<file path="config.mk">
export PLATFORM = sky130hd
export DESIGN_NAME = mult_div_unit
export DESIGN_NICKNAME = d
export VERILOG_FILES = /design/src/rtl/mips_pkg.sv /design/src/rtl/muldiv_step.sv /design/src/rtl/mult_div_unit.sv
export SDC_FILE = /design/constraint.sdc
export NUM_CORES = 1
export LEC_CHECK = 0
export ABC_CLOCK_PERIOD_IN_PS = 4500
export BUFFER_PORTS_ARGS = -buffer_cell sky130_fd_sc_hd__buf_4
export CORE_UTILIZATION = 55
export CTS_BUF_LIST = sky130_fd_sc_hd__clkbuf_16
export CTS_CLUSTER_SIZE = 30
export DETAILED_ROUTE_END_ITERATION = 12
export PLACE_DENSITY = 0.77
export SYNTH_ARGS = -nofsm -noshare
export SYNTH_HDL_FRONTEND = slang
export SYNTH_SLANG_ARGS = --single-unit
</file>
<file path="constraint.sdc">
create_clock -name clk -period 4.5 [get_ports clk]
set_input_delay 0.9 -clock clk [delete_from_list [all_inputs] [get_ports clk]]
set_output_delay 0.9 -clock clk [all_outputs]
set_load 0.02 [all_outputs]
</file>
<file path="src/rtl/mips_pkg.sv">
// Shared definitions for the MIPS execute-stage multiply/divide unit:
// operation encodings, FSM states, iteration count and sign helpers.
package mips_pkg;

    typedef enum logic [2:0] {
        OP_MULT  = 3'b000,
        OP_MULTU = 3'b001,
        OP_DIV   = 3'b010,
        OP_DIVU  = 3'b011,
        OP_MTHI  = 3'b100,
        OP_MTLO  = 3'b101,
        OP_NOP0  = 3'b110,
        OP_NOP1  = 3'b111
    } muldiv_op_t;

    typedef enum logic [1:0] {
        IDLE = 2'd0,
        ITER = 2'd1,
        FIX  = 2'd2
    } muldiv_state_t;

    localparam int MULDIV_ITERS = 32;

    // Counter value of the final radix-2 step.
    localparam logic [5:0] MULDIV_LAST_ITER = 6'(MULDIV_ITERS - 1);

    // Two's-complement negate a 32-bit value when neg is set.
    function automatic logic [31:0] cond_neg32(input logic [31:0] v, input logic neg);
        logic [31:0] r;
        if (neg) begin
            r = (~v) + 32'd1;
        end else begin
            r = v;
        end
        return r;
    endfunction

    // Two's-complement negate a 64-bit value when neg is set.
    function automatic logic [63:0] cond_neg64(input logic [63:0] v, input logic neg);
        logic [63:0] r;
        if (neg) begin
            r = (~v) + 64'd1;
        end else begin
            r = v;
        end
        return r;
    endfunction

endpackage

</file>
<file path="src/rtl/muldiv_step.sv">
// One radix-2 iteration of the multiply/divide datapath.
// Multiply: shift-add, multiplier bits consumed LSB first from sh_i,
//           product high half in acc, low half shifted into sh.
// Divide:   restoring division, dividend bits consumed MSB first from sh_i,
//           quotient bits shifted into sh, partial remainder in acc.
module muldiv_step
    import mips_pkg::*;
(
    input  logic        is_div,
    input  logic [32:0] acc_i,
    input  logic [31:0] sh_i,
    input  logic [31:0] operand_i,
    output logic [32:0] acc_o,
    output logic [31:0] sh_o
);

    logic [31:0] addend_s;
    logic [32:0] sum_s;
    logic [32:0] shifted_s;
    logic [33:0] diff_s;

    // Compute both candidate step results and select by operation.
    always_comb begin
        if (sh_i[0]) begin
            addend_s = operand_i;
        end else begin
            addend_s = 32'd0;
        end
        // acc_i[32] is always clear between steps, so the sum fits 33 bits.
        sum_s     = acc_i + {1'b0, addend_s};
        shifted_s = {acc_i[31:0], sh_i[31]};
        diff_s    = {1'b0, shifted_s} - {2'b00, operand_i};

        if (is_div) begin
            if (diff_s[33]) begin
                // Trial subtract borrowed: restore, quotient bit 0.
                acc_o = shifted_s;
                sh_o  = {sh_i[30:0], 1'b0};
            end else begin
                acc_o = diff_s[32:0];
                sh_o  = {sh_i[30:0], 1'b1};
            end
        end else begin
            acc_o = {1'b0, sum_s[32:1]};
            sh_o  = {sum_s[0], sh_i[31:1]};
        end
    end

endmodule

</file>
<file path="src/rtl/mult_div_unit.sv">
// Iterative multiply/divide unit with architectural HI/LO registers.
// MULT/MULTU/DIV/DIVU take 33 cycles from the accepting edge to the HI/LO
// update; MTHI/MTLO write in a single cycle. A new operation may be
// accepted on the same edge that writes the previous result (FIX state).
module mult_div_unit
    import mips_pkg::*;
(
    input  logic        clk,
    input  logic        reset,
    input  logic        start,
    input  logic [2:0]  op,
    input  logic [31:0] a,
    input  logic [31:0] b,
    output logic        busy,
    output logic        done,
    output logic [31:0] hi,
    output logic [31:0] lo
);

    muldiv_state_t state_q, state_d;
    logic [5:0]    cnt_q, cnt_d;
    logic          is_div_q, is_div_d;
    logic          sign_a_q, sign_a_d;
    logic          sign_b_q, sign_b_d;
    logic          b_zero_q, b_zero_d;
    logic [31:0]   operand_q, operand_d;
    logic [32:0]   acc_q, acc_d;
    logic [31:0]   sh_q, sh_d;
    logic [31:0]   hi_q, hi_d;
    logic [31:0]   lo_q, lo_d;
    logic          busy_q, busy_d;
    logic          done_q, done_d;

    muldiv_op_t    op_s;
    logic          can_start_s;
    logic          accept_s;
    logic          mthi_s;
    logic          mtlo_s;
    logic          op_signed_s;
    logic          in_sign_a_s;
    logic          in_sign_b_s;
    logic [32:0]   step_acc_s;
    logic [31:0]   step_sh_s;
    logic [63:0]   prod_s;
    logic [31:0]   quo_s;
    logic [31:0]   rem_s;
    logic [31:0]   res_hi_s;
    logic [31:0]   res_lo_s;

    muldiv_step u_step (
        .is_div    (is_div_q),
        .acc_i     (acc_q),
        .sh_i      (sh_q),
        .operand_i (operand_q),
        .acc_o     (step_acc_s),
        .sh_o      (step_sh_s)
    );

    // Decode the request: start is only honoured when not iterating.
    always_comb begin
        op_s        = muldiv_op_t'(op);
        can_start_s = start && (state_q != ITER);
        accept_s    = 1'b0;
        mthi_s      = 1'b0;
        mtlo_s      = 1'b0;
        op_signed_s = 1'b0;
        case (op_s)
            OP_MULT:  begin accept_s = can_start_s; op_signed_s = 1'b1; end
            OP_MULTU: begin accept_s = can_start_s; end
            OP_DIV:   begin accept_s = can_start_s; op_signed_s = 1'b1; end
            OP_DIVU:  begin accept_s = can_start_s; end
            OP_MTHI:  begin mthi_s = can_start_s; end
            OP_MTLO:  begin mtlo_s = can_start_s; end
            default:  begin accept_s = 1'b0; end
        endcase
        in_sign_a_s = op_signed_s & a[31];
        in_sign_b_s = op_signed_s & b[31];
    end

    // Next-state logic.
    always_comb begin
        case (state_q)
            IDLE, FIX: begin
                if (accept_s) begin
                    state_d = ITER;
                end else begin
                    state_d = IDLE;
                end
            end
            ITER: begin
                if (cnt_q == MULDIV_LAST_ITER) begin
                    state_d = FIX;
                end else begin
                    state_d = ITER;
                end
            end
            default: state_d = IDLE;
        endcase
    end

    // FSM outputs, registered: busy while iterating, done after the FIX edge.
    always_comb begin
        busy_d = (state_d == ITER);
        done_d = (state_q == FIX);
    end

    // Operand latch on accept, one datapath step per ITER cycle.
    always_comb begin
        is_div_d  = is_div_q;
        sign_a_d  = sign_a_q;
        sign_b_d  = sign_b_q;
        b_zero_d  = b_zero_q;
        operand_d = operand_q;
        acc_d     = acc_q;
        sh_d      = sh_q;
        cnt_d     = cnt_q;
        if (accept_s) begin
            is_div_d  = op[1];
            sign_a_d  = in_sign_a_s;
            sign_b_d  = in_sign_b_s;
            b_zero_d  = (b == 32'd0);
            sh_d      = cond_neg32(a, in_sign_a_s);
            operand_d = cond_neg32(b, in_sign_b_s);
            acc_d     = 33'd0;
            cnt_d     = 6'd0;
        end else if (state_q == ITER) begin
            acc_d = step_acc_s;
            sh_d  = step_sh_s;
            cnt_d = cnt_q + 6'd1;
        end else begin
            cnt_d = cnt_q;
        end
    end

    // Sign fix-up of the magnitude result; division by zero forces LO to all ones.
    always_comb begin
        prod_s = cond_neg64({acc_q[31:0], sh_q}, sign_a_q ^ sign_b_q);
        quo_s  = cond_neg32(sh_q, sign_a_q ^ sign_b_q);
        rem_s  = cond_neg32(acc_q[31:0], sign_a_q);
        if (is_div_q) begin
            res_hi_s = rem_s;
            if (b_zero_q) begin
                res_lo_s = 32'hFFFF_FFFF;
            end else begin
                res_lo_s = quo_s;
            end
        end else begin
            res_hi_s = prod_s[63:32];
            res_lo_s = prod_s[31:0];
        end
    end

    // HI/LO update: result at the FIX edge; a same-edge MTHI/MTLO is younger and wins.
    always_comb begin
        if (mthi_s) begin
            hi_d = a;
        end else if (state_q == FIX) begin
            hi_d = res_hi_s;
        end else begin
            hi_d = hi_q;
        end
        if (mtlo_s) begin
            lo_d = a;
        end else if (state_q == FIX) begin
            lo_d = res_lo_s;
        end else begin
            lo_d = lo_q;
        end
    end

    // State and datapath registers with synchronous reset.
    always_ff @(posedge clk) begin
        if (reset) begin
            state_q   <= IDLE;
            cnt_q     <= 6'd0;
            is_div_q  <= 1'b0;
            sign_a_q  <= 1'b0;
            sign_b_q  <= 1'b0;
            b_zero_q  <= 1'b0;
            operand_q <= 32'd0;
            acc_q     <= 33'd0;
            sh_q      <= 32'd0;
            hi_q      <= 32'd0;
            lo_q      <= 32'd0;
            busy_q    <= 1'b0;
            done_q    <= 1'b0;
        end else begin
            state_q   <= state_d;
            cnt_q     <= cnt_d;
            is_div_q  <= is_div_d;
            sign_a_q  <= sign_a_d;
            sign_b_q  <= sign_b_d;
            b_zero_q  <= b_zero_d;
            operand_q <= operand_d;
            acc_q     <= acc_d;
            sh_q      <= sh_d;
            hi_q      <= hi_d;
            lo_q      <= lo_d;
            busy_q    <= busy_d;
            done_q    <= done_d;
        end
    end

    assign busy = busy_q;
    assign done = done_q;
    assign hi   = hi_q;
    assign lo   = lo_q;

endmodule
</file>
Word level (Yosys, flattened, before mapping)
Index checks and enable logic that the tools add are counted.
Storage, ports and cells
  input port bits: 70
  register bits: 175
  output and inout bits: 66
  logic and storage cells: 76
Operators by class
  add/subtract/negate cells: 8
  bitwise gates (word level): 8
  reduce and logical (&&, ||, !) cells: 11
  multiplexer cells: 26
  equality and inequality tests: 10
Operators by type and width (number)
  2-to-1 mux 32 bit: 15
  adder 32 x 1 -> 32 bit (second input constant): 4
  inverter 32 bit: 4
  2-to-1 mux 33 bit: 2
  adder 64 x 1 -> 64 bit (second input constant): 1
  2-to-1 mux 64 bit: 1
  inverter 64 bit: 1
  subtractor 33 x 32 -> 34 bit: 1
  adder 33 x 32 -> 33 bit: 1
  zero test 32 bit: 1
  adder 6 x 1 -> 6 bit (second input constant): 1
  equality test 3 x 2 -> 1 bit (second input constant): 2
  equality test 3 bit (second input constant): 2
  equality test 6 x 5 -> 1 bit (second input constant): 1
  2-to-1 mux 1 bit: 6
  nonzero test 2 bit: 3
  OR reduction 2 bit: 3
  equality test 2 x 1 -> 1 bit (second input constant): 2
  one-hot mux 2 bit (2 select lines): 1
  OR reduction 4 bit: 1
  equality test 3 x 1 -> 1 bit (second input constant): 1
  zero test 3 bit: 1
  AND 1 bit: 2
  equality test 2 bit (second input constant): 1
  other kinds (5): 5

Logic depth before layout (Yosys ltp)
  depth after elaboration: 7
  mapped depth: 15
  depth with buffers taken out: 13

By module
A second synthesis with hierarchy kept.
Unflattened totals
  cells, all modules: 2070
  area, all modules: 15228.4 µm²
Modules (own cells, without submodules)
  mult_div_unit: area each 10426.2 µm², times used 1, seq. area each 3503.4 µm², cells each 1383
  muldiv_step: area each 4802.1 µm², times used 1, seq. area each 0.0 µm², cells each 687

Worst setup path before layout
Ideal clock, no wire load.
  path type: input-to-reg
  start: input port b[8]
  end: register operand_q[28]
  required time: 4.414 ns
  stages on the path: 10
  path buffers: 0
  setup time: 0.086 ns
  slack: 1.185 ns
  data arrival time: 3.229 ns
  cells stage by stage: or4_4 -> or3_1 -> nor2_1 -> nand3_1 -> or4_4 -> nor4_4 -> nor2b_1 -> nor2_1 -> xnor2_1 -> a211oi_1
On the way
  word-level cells in the longest chain between the ends: 3
RTL lines
  start, declared: RTL line mult_div_unit.sv:13  | input logic [31:0] b,
  inverter 32 bit: RTL line mips_pkg.sv:31  | r = (~v) + 32'd1;
  adder 32 x 1 -> 32 bit: RTL line mips_pkg.sv:31
  2-to-1 mux 32 bit: RTL line mips_pkg.sv:30  | if (neg) begin
  end signal, assigned: RTL line mult_div_unit.sv:194  | operand_q <= operand_d;
  end, declared: RTL line mult_div_unit.sv:26  | logic [31:0] operand_q, operand_d;
Every way passes these cells.
A chain may end at the register's enable or synchronous reset.

Worst setup path after layout
  start: register sh_q[0]
  end: register acc_q[31]
On the way
  word-level cells in the longest chain between the ends: 3
RTL lines
  start, declared: RTL line mult_div_unit.sv:28  | logic [31:0] sh_q, sh_d;
  start signal, assigned: RTL line mult_div_unit.sv:182  | sh_q <= 32'd0;
  start signal, assigned: RTL line mult_div_unit.sv:196  | sh_q <= sh_d;
  2-to-1 mux 32 bit: RTL line muldiv_step.sv:24  | if (sh_i[0]) begin
  adder 33 x 32 -> 33 bit: RTL line muldiv_step.sv:30  | sum_s = acc_i + {1'b0, addend_s};
  2-to-1 mux 33 bit: RTL line muldiv_step.sv:34  | if (is_div) begin
  end signal, assigned: RTL line mult_div_unit.sv:181  | acc_q <= 33'd0;
  end signal, assigned: RTL line mult_div_unit.sv:195  | acc_q <= acc_d;
  end, declared: RTL line mult_div_unit.sv:27  | logic [32:0] acc_q, acc_d;
Every way passes these cells.

==> qor.csv <==
metric,value,unit
dp_cells,2237,
routabilityCongestion,1.007,
cts_hold_buf,0,
worst_path_max_delay_cell,dfxtp_1,
critical-path-top-delay-family,compound AO/OA/AOI/OAI gates,
dpl-instance-area,0.01519,mm2
first_pass_iters,5,
synth_fp_nets,2013,
switching_share,37.08,%
cts.sinks,175,
cp.required,4.83,ns
synth-seq-cells,175,
grt_use_total,36.24,%
globalRoute.totalOverflow,0,
crit_type,flop to flop,
yosysUniqueCellTypes,96,
synth-main-ff-cell,dfxtp_1,
tritoncts,yes,
dp_hpwl,35.95,mm
cts_buffers,17,
ios,136,
fillers,2284,
wl_per_cell,21.18,um
setup_violations,0,
drc_errors,0,
die_area,0.02627,mm2
place_ws,0.8336,ns
maxSlewHeadroom,18.59,%
synth_edf_count,0,
avgViaCountPerCell,6.516,
synth_area,0.01409,mm2
routed-via-count,14780,
clockBufferDepth,2,
stdcell_count,2269,
ys_seq_area_share,24.86,%
final_util,62.77,%
power_density,297.6,mW/mm2
synth_common_cells,"nor2_1 (218), a21oi_1 (200), dfxtp_1 (175), o21ai_0 (143), nand2_1 (141)",
cp-start-kind,flop,
root_buffer,clkbuf_16,
synth_warnings,0,
yosys.area.top_type,dfxtp_1,
area_growth,12.16,%
path_buf_inv,2,
core,0.02518,mm2
path_max_fanout,22,
final.setup.tns,0,ns
clock_skew,0.01561,ns
antenna_found_initial,0,
p_seq_share,37.3,%
grt_max_degree,105,
rsz0062_at_grt,no,
cts_setup_buffers,0,
path_clk_slew,0.07,ns
synth_area_per_cell,7.528,um2
ir_worst_vdd,0.2784,mV
chipWidth,162.1,um
worst_slack,0.7354,ns
drt_iter0_markers,1782,
final_antenna_net_count,0,
switchingPower,1.744,mW
synth.top_cell.area_share,24.86,%
start_util,55.96,%
post_cts_resize_count,0,
synth_cells,1872,
hold_slack,0.4675,ns
worst_ep_arrival_time,4.09,ns
crit_path_frequent_cell,a21o_1,
grt_pass1_wl,74.32,mm
die_h,162.1,um
rows,58,
yosysMostFrequentCell,nor2_1,
cp-end-kind,flop,
power,4.704,mW
grt_pass1_vias,13310,
worstMarginPinSlew,1.221,ns
hold_viol_final,0,
p_clk_share,33.4,%
portBuffers,135,
drv_slew,0,
min_period,3.765,ns
max_clock_freq,0.2656,GHz
power.leakage,6.156,nW
drt_wl_total,48.06,mm
cpPeakStageDelay,0.44,ns
synth-async-reset-ratio,0,%
htreeDepth,4,
synth_area_leaders,"dfxtp_1 (25%), a21oi_1 (7.1%), xnor2_1 (6.2%)",
comb_power_share,29.3,%
cap_violations,0,
insertion_delay,0.44,ns
stdcell_area,0.01581,mm2
min_period_over_period,83.66,%
status,completed,
cell_internal_pwr,2.960,mW
n_antenna_cell,0,
drive_above_1_share,12.38,%
min_path_type,flop to flop,
cp_cell_sequence,clkinv_1 -> buf_4 -> nor2_1 -> ha_1 -> a21o_1 -> a21o_1 -> a21o_1 -> a221o_1 -> a31oi_1 -> o21bai_1 -> a31oi_1 -> mux2i_1 -> nor2b_1,
final_nets,2067,
-- layout by cell type (no fill, tap or decap), types with 6 or more instances in the layout --
cell type  count
or3_1         16
o21ai_0      143
a32oi_1       10
dfxtp_1      174
a31oi_1       23
o211ai_1      21
clkbuf_16     17
inv_1         56
mux2i_1       37
xnor2_1       99
nand3_1       35
xor2_1        69
and3_1        13
a311oi_1      11
and2_1        14
a221oi_1      29
nand2b_1      17
ha_1          69
buf_4        163
a21oi_1      200
nor2_1       217
nor2b_1       20
o41ai_1        8
a21o_1        38
nor4_1        10
nand2_1      141
nand4_1        9
o31ai_1       29
o21bai_1       9
o21a_1        11
nor3_1        31
o22ai_1        9
nand3b_1       6
a211oi_1      61
-- path summary, 6_finish.rpt --
kind,from,to,slack (ns),cells past startpoint
min reg2reg,cnt_q[5],state_q[1],0.47,1
max reg2reg,sh_q[0],acc_q[31],0.74,13
max,sh_q[0],acc_q[31],0.74,13
min,cnt_q[5],state_q[1],0.47,1
-- power groups by stage --
stage | clock network, mW | registers (mW) | logic, mW
after CTS | 1.57 | 1.75 | 1.35
after floorplan | 0 | 1.73 | 0.977
after detailed placement | 0 | 1.78 | 1.34
final | 1.57 | 1.75 | 1.38
after global routing | 1.63 | 1.76 | 1.49
after global placement | 0 | 1.78 | 1.32
-- cell families (layout without fill, tap and decap cells) --
logic type	Yosys count	after routing	share of synthesized area (%)
mux	37	37	2.628
simple gates	579	579	20.05
flops	175	175	24.86
xor+xnor	169	169	10.50
fa+ha+maj	71	71	6.410
buf+inv	185	252	5.664
compound gates	656	656	29.89
-- sequential cells by signal (all words and copies together) (netlist names) --
name       flops
sign_b_q       1
b_zero_q       1
busy           1
state_q        2
cnt_q          6
sh_q          32
is_div_q       1
hi            32
done           1
acc_q         33
lo            32
operand_q     32
sign_a_q       1
-- worst register-to-register path: cells and delay by family, from the launching register on --
family | cells | cell delay, ns
AO/OA/AOI/OAI | 7 | 1.73
AND/OR/NAND/NOR | 2 | 0.22
multiplexers | 1 | 0.22
flip-flops | 1 | 0.44
buffers and inverters | 2 | 0.75
adder cells (fa/ha/maj) | 1 | 0.29
-- layer usage --
layer	part of all wire, %	GRT usage [%]	vias to the layer above
met1	41	47.11	6930
met2	44	57.37	807
met5	0	0	-
li1	-	-	6923
met4	5.0	18.05	0
met3	9.7	6.818	124
-- layout make-up --
cell class / count / area, um2 / area share (%)
Multi-Input combinational cell: 1512 / 9832 / 62.20
Timing Repair Buffer: 163 / 1224 / 7.742
Clock inverter: 15 / 191.4 / 1.211
Inverter: 57 / 214.0 / 1.354
Sequential cell: 175 / 3507 / 22.19
Tap cell: 330 / 412.9 / 2.612
Clock buffer: 17 / 425.4 / 2.691
(Power assumes the default switching activity.)
